### src/rtl/laser16_pkg.sv
// Shared types and constants for the single-shot laser timer.
package laser16_pkg;

    typedef enum logic {
        OFF = 1'b0,
        ON  = 1'b1
    } state_t;

    localparam int LASER_ON_CYCLES = 16;

endpackage

### src/rtl/laser16_count.sv
// Loadable down-counter with a terminal-count flag.
module laser16_count #(
    parameter int CNT_W = 4
) (
    input  logic             i_clk,
    input  logic             i_clear,
    input  logic             i_load,
    input  logic [CNT_W-1:0] i_load_val,
    input  logic             i_en,
    output logic             o_tc
);

    logic [CNT_W-1:0] r_cnt;

    // Saturates at zero so a stray enable cannot wrap the count.
    always_ff @(posedge i_clk) begin
        if (i_clear) begin
            r_cnt <= '0;
        end else if (i_load) begin
            r_cnt <= i_load_val;
        end else if (i_en && (r_cnt != '0)) begin
            r_cnt <= r_cnt - CNT_W'(1);
        end
    end

    assign o_tc = (r_cnt == '0);

endmodule

### src/rtl/laser16_ctrl.sv
// Single-shot laser timer: one B pulse holds XL high for ON_CYCLES clocks.
module laser16_ctrl
    import laser16_pkg::*;
#(
    parameter int ON_CYCLES = LASER_ON_CYCLES,
    parameter int CNT_W     = $clog2(ON_CYCLES)
) (
    input  logic CLK,
    input  logic Reset,
    input  logic B,
    output logic XL
);

    localparam logic [CNT_W-1:0] LP_LOAD = CNT_W'(ON_CYCLES - 1);

    state_t r_state;
    state_t w_next;
    logic   w_load;
    logic   w_en;
    logic   w_tc;

    always_ff @(posedge CLK) begin
        if (Reset) begin
            r_state <= OFF;
        end else begin
            r_state <= w_next;
        end
    end

    // B only matters in OFF; ON runs to terminal count untouched.
    always_comb begin
        w_next = OFF;
        w_load = 1'b0;
        w_en   = 1'b0;
        case (r_state)
            OFF: begin
                if (B) begin
                    w_next = ON;
                    w_load = 1'b1;
                end
            end
            ON: begin
                if (!w_tc) begin
                    w_next = ON;
                    w_en   = 1'b1;
                end
            end
            default: w_next = OFF;
        endcase
    end

    laser16_count #(
        .CNT_W(CNT_W)
    ) u_count (
        .i_clk     (CLK),
        .i_clear   (Reset),
        .i_load    (w_load),
        .i_load_val(LP_LOAD),
        .i_en      (w_en),
        .o_tc      (w_tc)
    );

    assign XL = (r_state == ON);

endmodule

### config.mk
export PLATFORM = sky130hd
export DESIGN_NAME = laser16_ctrl
export DESIGN_NICKNAME = d
export VERILOG_FILES = /design/src/rtl/laser16_pkg.sv /design/src/rtl/laser16_count.sv /design/src/rtl/laser16_ctrl.sv
export SDC_FILE = /design/constraint.sdc
export NUM_CORES = 1
export LEC_CHECK = 0
export BUFFER_PORTS_ARGS = -buffer_cell sky130_fd_sc_hd__clkbuf_2
export CAP_MARGIN = 20
export CORE_AREA = 2 2 39 41
export CTS_BUF_LIST = sky130_fd_sc_hd__clkbuf_16
export DETAILED_ROUTE_END_ITERATION = 16
export DIE_AREA = 0 0 41 43
export GPL_TIMING_DRIVEN = 1
export PLACE_DENSITY = 0.38
export SLEW_MARGIN = 25
export SYNTH_ARGS = -nofsm -noshare
export SYNTH_HDL_FRONTEND = slang
export SYNTH_SLANG_ARGS = --single-unit
### constraint.sdc
create_clock -name CLK -period 1.4 [get_ports CLK]
set_input_delay 0.07 -clock CLK [delete_from_list [all_inputs] [get_ports CLK]]
set_output_delay 0.07 -clock CLK [all_outputs]
set_load 0.05 [all_outputs]
Word-level counts from Yosys, hierarchy flattened
Index checks and enable logic that the tools add are counted.

Muxes and demuxes: 7. Reductions and logical operators: 4. Bitwise logic cells: 1. Add/subtract/negate cells: 1.

Operators with widths (number): 4-bit two-way mux (2); 4-bit logical NOT (1); 1-bit two-way mux (4); 4-bit nonzero test (1); 4-bit by 1-bit subtractor with 4-bit output (second input constant) (1); 1-bit case mux with 2 select lines (1); 2-bit nonzero test (1); 1-bit logical AND (1); 1-bit NOT (1).

Register bits after elaboration: 5. Word-level logic and storage cells: 15. Input bits: 3. Output and inout bits: 1.

Longest topological paths before layout
Depth after elaboration: 6. Gate-level depth with buffers: 5. Depth with buffers taken out: 5.

Cells and area by module
A second synthesis with hierarchy kept.

Cell total of the unflattened synthesis: 34. Area, all modules: 319.1 um2.

Modules (own cells, without submodules): laser16_count (cells each 29, area each 262.8 um2, instances 1, seq. area each 80.1 um2); laser16_ctrl (cells each 5, area each 56.3 um2, instances 1, seq. area each 20.0 um2).

Worst setup path before layout
Ideal clock, no wire load.

Path type: flip-flop to flip-flop. Start point: register r_state (netlist: XL). End point: register u_count.r_cnt[3]. Arrival: 1.320 ns. Path slack: -0.044 ns. Stages on the path, launching flop included: 4. Setup time: 0.124 ns. Period minus slack after synthesis: 1.444 ns. Path through: dfxtp_1 > nor4b_1 > mux2i_1 > a21oi_1.

Word-level cells in the longest chain between the ends: 3. Elaborated cells between the ends (all ways): 5.

RTL lines: start, declared (line laser16_ctrl.sv:16) `state_t r_state;`; start signal, assigned (line laser16_ctrl.sv:26) `r_state <= w_next;`; 1-bit two-way mux (line laser16_ctrl.sv:35) `case (r_state)`; 1-bit logical AND (line laser16_count.sv:21) `end else if (i_en && (r_cnt != '0)) begin`; 2-bit nonzero test (no source line); end signal, assigned (line laser16_count.sv:20) `r_cnt <= i_load_val;`; end signal, assigned (line laser16_count.sv:22) `r_cnt <= r_cnt - CNT_W'(1);`; end, declared (line laser16_count.sv:13) `logic [CNT_W-1:0] r_cnt;`.

Several ways; a longest one is shown, not always the timed one. A chain may end at the register's enable or synchronous reset.

Final worst setup path
Start point: register u_count.r_cnt[0]. End point: register u_count.r_cnt[1].

Word-level cells in the longest chain between the ends: 5. Elaborated cells between the ends (all ways): 9.

RTL lines: parallel branches: the longest is 5 deep, another holds 4-bit by 1-bit subtractor with 4-bit output.

Several ways; the timed one is not identified. The select of a mux whose other input is x is not followed.

==> results.json <==
{
  "outcome": "completed",
  "ff2ff_setup_slack_ns": 0.07,
  "criticalPathCategory": "flop to flop",
  "path_buf_inv": 1,
  "max_stage_delay_ns": 0.39,
  "area_growth_syn_to_layout_pct": 67.50,
  "cts_setup_buffers": 0,
  "drtIter0Drc": 0,
  "ys_seq_area_frac": 0.4000,
  "antenna_found_initial": 0,
  "avgSynthCellArea_sq_um": 10.01,
  "slew_viol_final": 0,
  "drc": 0,
  "grt_max_degree": 9,
  "yosys_warnings": 0,
  "leakagePower_nw": 0.1735,
  "cts.path.max_buffers": 2,
  "cts.hold.buffers_added": 0,
  "gp_congestion": 0.7161,
  "final_nets": 42,
  "die_area_sq_um": 1763,
  "wl_um": 560,
  "num_rows": 14,
  "p_comb_frac": 0.168,
  "fmax_mhz": 754.0,
  "tns_ns": 0,
  "p_clk_frac": 0.599,
  "syn_area_sq_um": 250.2,
  "path_max_fanout": 4,
  "cp_top_family": "simple AND/OR/NAND/NOR gates",
  "netlist.area_leader.share": 0.4000,
  "timing.rr.start": "u_count.r_cnt[0]",
  "cp_slowest_cell": "or3b_4",
  "ant_nets": 0,
  "startpoint": "u_count.r_cnt[0]",
  "clk_latency_ns": 0.23,
  "vdd_drop_max_mv": 0.9146,
  "setup_ws_ns": 0.07377,
  "seq_power_share": 0.233,
  "multi_input_area_sq_um": 163.9,
  "start_util": 0.1808,
  "cts.sinks": 5,
  "die_h_um": 43,
  "hp-start": "Reset",
  "synth.area.top_cells": "dfxtp_1 (40%), ha_1 (10%), a311oi_2 (6.0%), a31oi_1 (5.0%), and3_4 (4.5%)",
  "p_sw_mw": 0.1719,
  "setup_viol": 0,
  "seqCellArea_sq_um": 103.9,
  "port_buffers": 3,
  "wl_per_cell_um": 10.77,
  "cts_tree": "yes",
  "nFillCells": 146,
  "synth_nets": 30,
  "drive_above_1_share": 0.5556,
  "rsz0062_at_grt": "false",
  "grt_pass1_wl_um": 855,
  "startpoint_type": "flop",
  "maxCapViolCount": 0,
  "ys_types": 15,
  "placed_cell_area_sq_um": 316.6,
  "ios": 4,
  "cts_root_buffer": "clkbuf_16",
  "core_sq_um": 1384,
  "cts_buffers": 3,
  "vias": 229,
  "synth_top_area_cell": "dfxtp_1",
  "post-place-ws_ns": -0.01286,
  "firstDrtPassIters": 1,
  "grtUsageTotal": 0.07940,
  "ys_ff_latch": 5,
  "diodes": 0,
  "die-width_um": 41,
  "crit_chain": "inv_2 -> ha_4 -> or3b_4 -> and3_4 -> a311oi_2",
  "power.total_mw": 0.7717,
  "fin_util": 0.3029,
  "cp.required_ns": 1.54,
  "dp.cells": 48,
  "grt_overflow": 0,
  "grt_pass1_vias": 232,
  "most-common-layout-cells": "buf_4 (4), dfxtp_2 (3), nand2_1 (3), clkbuf_16 (3), clkbuf_2 (3)",
  "drt-vias-per-instance": 4.404,
  "finalCriticalPeriod_ns": 1.326,
  "synthCells": 25,
  "end_kind": "flop",
  "stdcell_area_sq_um": 419.2,
  "cts_max_level": 1,
  "worst_slew_pin_slew_ns": 0.3366,
  "power_density_nw_per_um2": 1841,
  "switching_share": 0.2227,
  "slew_headroom": 0.7724,
  "layout_commonest_cell": "buf_4",
  "hpwl_um": 428.6,
  "clkTransAtPathRegs_ns": 0.03,
  "final_cells": 52,
  "p_int_mw": 0.5998,
  "holdCritPathClass": "input port to flop",
  "hold_slack_ns": 0.09550,
  "fin_skew_ns": 0.0004947,
  "hold_viol_final": 0,
  "finalCritPeriodShare": 0.9473,
  "arrival_ns": 1.46
}
[cell type report]
type / instances / area share
flip-flops and latches: 5 / 0.2478
repair buffers: 7 / 0.1075
clock inverters: 1 / 0.008955
inverters: 2 / 0.01791
multi-input cells: 18 / 0.3910
clock buffers: 3 / 0.1791
well taps: 16 / 0.04776
[registers in the layout (all words and copies together) (netlist names)]
register / cells
XL: 1
u_count.r_cnt: 4
[path summary, 6_finish.rpt]
| path | end | cells past startpoint |
|---|---|---|
| max | u_count.r_cnt[1] | 5 |
| min | XL | 2 |
| max reg2reg | u_count.r_cnt[1] | 5 |
| min reg2reg | u_count.r_cnt[2] | 2 |
[Yosys cell counts]
library cell,n
inv_1,2
a31oi_1,2
a31o_2,1
a311oi_2,1
a21oi_1,2
dfxtp_1,5
nand2_1,3
nor4b_1,1
nand2b_1,1
nand4b_1,1
or3b_4,1
nor2_1,1
ha_1,2
mux2i_1,1
and3_4,1
[per-layer routing]
metal / GRT usage / wire [um] / vias up
li1: - / - / 113
met1: 0.06129 / 203 / 108
met2: 0.1219 / 310 / 5
met3: 0.01571 / 12 / 3
met4: 0.1200 / 33 / 0
met5: 0 / 0 / -
[power groups by stage]
stage | clock, mW | combinational, mW | sequential (mW)
global placement | 0 | 0.115 | 0.178
CTS | 0.466 | 0.118 | 0.178
detailed placement | 0 | 0.116 | 0.179
finish | 0.462 | 0.129 | 0.180
floorplan | 0 | 0.0649 | 0.185
global route | 0.478 | 0.141 | 0.183
[worst register-to-register path: cells and delay by family, from the launching register on]
kind,cells,cell delay (ns)
buffers and inverters,1,0.07
adders and majority gates,1,0.13
DFF,1,0.31
AOI/OAI and AO/OA,1,0.17
and+or+nand+nor,2,0.55
[timing repair]
| item | CTS | global route |
|---|---|---|
| resized for setup | 3 | 4 |
| pin swaps | 1 | 2 |
| setup endpoints to repair | 1 | 2 |
[kinds of logic (layout without fill, tap and decap cells)]
logic type | after synthesis | after routing | synth area share
adders and majority gates | 2 | 2 | 0.09998
muxes | 1 | 1 | 0.04000
buffers and inverters | 2 | 13 | 0.03001
AOI/OAI and AO/OA | 6 | 6 | 0.1850
DFF | 5 | 5 | 0.4000
and+or+nand+nor | 9 | 9 | 0.2450
No activity file was read; power rests on OpenSTA's default activity.
